<file path="config.mk">
export PLATFORM = sky130hd
export DESIGN_NAME = uart_rx_sampler
export DESIGN_NICKNAME = d
export VERILOG_FILES = /design/src/rtl/uart_rx_sampler.sv
export SDC_FILE = /design/constraint.sdc
export NUM_CORES = 1
export LEC_CHECK = 0
export ABC_AREA = 1
export CAP_MARGIN = 10
export CORE_ASPECT_RATIO = 2
export CORE_MARGIN = 2
export CORE_UTILIZATION = 43
export DETAILED_ROUTE_END_ITERATION = 6
export PLACE_DENSITY = 0.67
export RECOVER_POWER = 50
export SETUP_SLACK_MARGIN = 0.2
export SYNTH_ARGS = -nofsm -noshare
export SYNTH_HDL_FRONTEND = slang
export SYNTH_SLANG_ARGS = --single-unit
</file>
<file path="constraint.sdc">
create_clock -name CLK -period 3.3 [get_ports CLK]
set_input_delay 0.495 -clock CLK [delete_from_list [all_inputs] [get_ports CLK]]
set_output_delay 0.495 -clock CLK [all_outputs]
set_load 0.02 [all_outputs]
</file>
<file path="src/rtl/uart_rx_sampler.sv">
// uart_rx_sampler
// Front end of the UART receiver. Synchronises the raw serial line, detects
// the start-bit falling edge, runs the oversampling edge counter and the
// frame bit counter, and presents a 3-sample majority vote of each bit to the
// downstream deserializer together with start-glitch / stop-error flags.
//
// Ports:
//   CLK          oversampling clock
//   RST          asynchronous active-low reset
//   RX_IN        raw serial line (idle high, asynchronous to CLK)
//   En           frame-in-progress enable from the RX FSM
//   Prescale     oversampling ratio (8, 16 or 32)
//   Par_En       parity bit present in the frame
//   start_edge   one-cycle pulse on a synchronised 1->0 line transition
//   edge_count   oversampling edge within the current bit, 0..Prescale-1
//   bit_count    bit index within the frame (0 = start, last = stop)
//   sampled_bit  majority-voted value of the current bit
//   sample_valid one-cycle pulse when sampled_bit updates
//   start_glitch one-cycle pulse when the start bit votes 1
//   stop_err     one-cycle pulse when the stop bit votes 0
//   frame_done   one-cycle pulse after the last edge of the stop bit
module uart_rx_sampler #(
  parameter int Data_Width = 8
) (
  input  logic       CLK,
  input  logic       RST,
  input  logic       RX_IN,
  input  logic       En,
  input  logic [5:0] Prescale,
  input  logic       Par_En,
  output logic       start_edge,
  output logic [5:0] edge_count,
  output logic [3:0] bit_count,
  output logic       sampled_bit,
  output logic       sample_valid,
  output logic       start_glitch,
  output logic       stop_err,
  output logic       frame_done
);

  // Stop index without parity is Data_Width+1; parity adds one more bit.
  localparam logic [3:0] STOP_BASE = 4'(Data_Width + 1);

  function automatic logic maj3(input logic a, input logic b, input logic c);
    return (a & b) | (a & c) | (b & c);
  endfunction

  // rx_sync_r is the second synchroniser stage (the line value rx_s).
  logic       rx_meta_r, rx_sync_r, rx_prev_r;
  logic [5:0] edge_cnt_r;
  logic [3:0] bit_cnt_r;
  logic       samp0_r, samp1_r;
  logic       sampled_bit_r, sample_valid_r, start_edge_r;
  logic       start_glitch_r, stop_err_r, frame_done_r;

  logic [5:0] presc_m1_s, half_s, half_m1_s, half_p1_s;
  logic [3:0] stop_idx_s;
  logic       edge_last_s, bit_last_s, vote_point_s, vote_s;
  logic [5:0] edge_nxt_s;
  logic [3:0] bit_nxt_s;
  logic       valid_nxt_s, glitch_nxt_s, stop_err_nxt_s, done_nxt_s;

  assign presc_m1_s   = Prescale - 6'd1;
  assign half_s       = {1'b0, Prescale[5:1]};
  assign half_m1_s    = half_s - 6'd1;
  assign half_p1_s    = half_s + 6'd1;
  assign stop_idx_s   = STOP_BASE + {3'b000, Par_En};
  assign edge_last_s  = (edge_cnt_r == presc_m1_s);
  assign bit_last_s   = (bit_cnt_r == stop_idx_s);
  assign vote_point_s = (edge_cnt_r == half_p1_s);
  // The third sample is the live line value at h+1; it goes straight into the vote.
  assign vote_s       = maj3(samp0_r, samp1_r, rx_sync_r);

  // Counter next-state and pulse decode; En low clears counters and blocks pulses.
  always_comb begin
    edge_nxt_s     = 6'd0;
    bit_nxt_s      = 4'd0;
    valid_nxt_s    = 1'b0;
    glitch_nxt_s   = 1'b0;
    stop_err_nxt_s = 1'b0;
    done_nxt_s     = 1'b0;
    if (!En) begin
      edge_nxt_s = 6'd0;
      bit_nxt_s  = 4'd0;
    end else if (edge_last_s) begin
      edge_nxt_s = 6'd0;
      if (bit_last_s) begin
        bit_nxt_s  = 4'd0;
        done_nxt_s = 1'b1;
      end else begin
        bit_nxt_s  = bit_cnt_r + 4'd1;
        done_nxt_s = 1'b0;
      end
    end else begin
      edge_nxt_s = edge_cnt_r + 6'd1;
      bit_nxt_s  = bit_cnt_r;
    end
    if (En && vote_point_s) begin
      valid_nxt_s    = 1'b1;
      glitch_nxt_s   = (bit_cnt_r == 4'd0) && vote_s;
      stop_err_nxt_s = bit_last_s && !vote_s;
    end else begin
      valid_nxt_s    = 1'b0;
      glitch_nxt_s   = 1'b0;
      stop_err_nxt_s = 1'b0;
    end
  end

  // Line synchroniser and start-edge detector (independent of En).
  always_ff @(posedge CLK or negedge RST) begin
    if (!RST) begin
      rx_meta_r    <= 1'b1;
      rx_sync_r    <= 1'b1;
      rx_prev_r    <= 1'b1;
      start_edge_r <= 1'b0;
    end else begin
      rx_meta_r    <= RX_IN;
      rx_sync_r    <= rx_meta_r;
      rx_prev_r    <= rx_sync_r;
      start_edge_r <= rx_prev_r & ~rx_sync_r;
    end
  end

  // Edge/bit counters and registered frame pulses.
  always_ff @(posedge CLK or negedge RST) begin
    if (!RST) begin
      edge_cnt_r     <= 6'd0;
      bit_cnt_r      <= 4'd0;
      sample_valid_r <= 1'b0;
      start_glitch_r <= 1'b0;
      stop_err_r     <= 1'b0;
      frame_done_r   <= 1'b0;
    end else begin
      edge_cnt_r     <= edge_nxt_s;
      bit_cnt_r      <= bit_nxt_s;
      sample_valid_r <= valid_nxt_s;
      start_glitch_r <= glitch_nxt_s;
      stop_err_r     <= stop_err_nxt_s;
      frame_done_r   <= done_nxt_s;
    end
  end

  // Mid-bit sample capture and vote register; values are retained while En is low.
  always_ff @(posedge CLK or negedge RST) begin
    if (!RST) begin
      samp0_r       <= 1'b1;
      samp1_r       <= 1'b1;
      sampled_bit_r <= 1'b1;
    end else begin
      if (En && (edge_cnt_r == half_m1_s)) begin
        samp0_r <= rx_sync_r;
      end
      if (En && (edge_cnt_r == half_s)) begin
        samp1_r <= rx_sync_r;
      end
      if (valid_nxt_s) begin
        sampled_bit_r <= vote_s;
      end
    end
  end

  assign start_edge   = start_edge_r;
  assign edge_count   = edge_cnt_r;
  assign bit_count    = bit_cnt_r;
  assign sampled_bit  = sampled_bit_r;
  assign sample_valid = sample_valid_r;
  assign start_glitch = start_glitch_r;
  assign stop_err     = stop_err_r;
  assign frame_done   = frame_done_r;

endmodule
</file>
==> flow_summary.yaml <==
drt:
  wl_mm: 3.69
  first_pass_iters: 4
  drtIter0Drc: 21
  viasPerCell: 4.93
  vias: 1411
  detail_route.wl_per_cell_um: 12.9
  drc: 0
  drt.antenna.violating_nets: 0
clock_network:
  htreeDepth: 1
  ctsHoldBuffers: 0
  cts.sinks: 21
  post_cts_buffers: 0
  cts_tree: "built"
  clkTransAtPathRegs_ps: 70
  cts-root-buf: "clkbuf_8"
  cts_resized: 0
  numCtsBuffers: 3
  worstSkewPairLatency_ps: 250
  clock_path_buffers: 2
pwr:
  p_per_area_nw_per_um2: 338
  power_uw: 628
  power.leakage_uw: 0.000905
  peakVddDrop_mv: 0.275
critical_path:
  required_ps: 3440
  startpoint_type: "input port"
  end_kind: "flop"
  r2r_end: "edge_count[0]$_DFF_PN0_"
  worst-path-max-fanout: 6
  r2r-start: "edge_count[5]$_DFF_PN0_"
  critPathKind: "input port to flop"
  r2r_slack_ps: 1700
  arrival_ps: 2270
  r2r.worst_path.cells: 10
floorplan:
  die_area_um2: 4100
  rows: 30
  die_h_um: 88.5
  core_um2: 3420
  dieWidth_um: 46.3
  initial_utilization_pct: 45.0
  ios: 27
timing:
  hold_viol: 0
  period_needed_ps: 2130
  setup_ws_ps: 1170
  finalSetupViolCount: 0
  finClkSkew_ps: 1.52
  rsz0062_at_grt: "false"
  tightest_slew_ps: 935
  period_share_pct: 64.7
  relSlewSlack_pct: 37.5
  maxSlewViolCount: 0
  finalSetupTns_ps: 0
  fmax_ghz: 0.468
synth:
  seq_area_frac_synth_pct: 34.7
  synth_area_um2: 1540
  async_flop_share_pct: 100
  postSynthAreaPerCell_um2: 7.25
  synth_cells: 212
  ys_warn_count: 0
  synth.top_cells.by_area: "dfrtp_1 (24%), nand2_1 (16%), dfstp_2 (10%)"
  synthFlopType: "dfrtp_1"
  synth-seq-cells: 21
  synth_nets: 230
  synth_top_cell_by_area: "dfrtp_1"
  synth-edff-count: 0
  synth_cell_types: 30
  synth_top_area_share_pct: 24.4
worst_hold_path:
  min_to: "rx_sync_r$_DFF_PN1_"
  holdCritStartpoint: "rx_meta_r$_DFF_PN1_"
  hold_path_class: "flop to flop"
  holdPathStages: 0
final_layout:
  final_common_cell: "nand2_1"
  num-nets-final: 257
  drive_above_1_share_pct: 9.24
  largest_reg_flops: 6
  nFillCells: 342
  area_growth_pct: 20.9
  antenna_cells: 0
  layout_common_cells: "nand2_1 (64), inv_1 (29), nor2_1 (25), clkdlybuf4s50_1 (20), nand3_1 (18)"
placement:
  hpwl_mm: 2.91
  port_buffers: 26
  gp_congestion: 0.987
  place_ws_ps: 925
global_route:
  grt_max_degree: 22
  antenna_found_initial: 0
  grt_util_all_layers_pct: 20.7
  grt_first_pass_wirelength_mm: 6.03
  grt_pass1_vias: 1376
  grt_overflow: 0
run:
  max_cap_violations: 0
status:
  status: "complete, no violations"
-- cell type report --
type	count	area [µm²]	share of cell area, %
sequential	21	533	28.7
clock buffer	4	45.0	2.42
tap	48	60.1	3.23
timing repair buffer	26	260	14.0
multi-input combinational	156	841	45.3
inverter	31	119	6.40
-- worst max-delay path, stage by stage --
cell             delay, ps
clkdlybuf4s50_1        510
inv_1                  180
ha_1                   250
inv_1                  110
a21oi_1                170
nor2_1                 100
nor2_4                 200
nand2_4                110
nand2_4                100
nor2_1                  50
-- kinds of logic (layout without fill, tap and decap cells) --
logic type	Yosys count	count (layout)	share of synthesized area, %
AOI/OAI and AO/OA	9	9	3.58
xor gates and xnor gates	12	12	6.84
adders and majority gates	7	7	5.70
buffers and inverters	35	61	10.6
DFF	21	21	34.7
and+or+nand+nor	128	128	38.6
-- synth_stat cells (2+ instances only) --
library cell,number
nand4_1,8
ha_1,7
buf_6,2
a21oi_1,4
dfstp_2,6
a21oi_2,2
nand2_1,64
nand2_4,2
nand2_2,2
xnor2_1,7
nor2_4,2
nand3_1,18
nor2_1,25
dfrtp_1,15
inv_1,29
xor2_1,5
-- how the worst max path moves through the flow --
stage                            from                       to  slack, ps  cells after the start
after floorplan           Prescale[1]  edge_count[0]$_DFF_PN0_       1680                      9
after global placement    Prescale[2]  edge_count[0]$_DFF_PN0_        930                     10
after detailed placement  Prescale[2]  edge_count[0]$_DFF_PN0_        920                     10
after CTS                 Prescale[2]  edge_count[0]$_DFF_PN0_       1190                     10
after global routing      Prescale[2]  edge_count[0]$_DFF_PN0_        980                     10
final                     Prescale[2]  edge_count[0]$_DFF_PN0_       1170                     10
-- through the flow --
step / instance area [µm²] / util (%) / instances / hold slack (ps)
CTS: 1860 / 54.4 / 286 / 358
finish: 1860 / 54.4 / 286 / 362
global placement: 1810 / 53.1 / 282 / 347
detailed placement: 1810 / 53.1 / 282 / 347
global route: 1860 / 54.4 / 286 / 364
floorplan: 1540 / - / 212 / 199
-- metal layers --
| metal | up-vias | routed length [µm] | track usage [%] | part of all wire [%] |
|---|---|---|---|---|
| met1 | 650 | 1390 | 21.4 | 38 |
| li1 | 712 | - | - | - |
| met2 | 37 | 2040 | 37.6 | 55 |
| met5 | - | 0 | 0 | 0 |
| met3 | 12 | 110 | 1.84 | 3.0 |
| met4 | 0 | 138 | 11.9 | 3.7 |
-- where the power goes --
| group | switching, µW | leakage, µW | internal [µW] |
|---|---|---|---|
| registers | 18.2 | 0.000268 | 286 |
| logic | 97.9 | 0.000614 | 64.0 |
| clock network | 76.9 | 0.0000228 | 85.8 |
| total | 193 | 0.000905 | 435 |
Power figures use the tool's default switching activity.
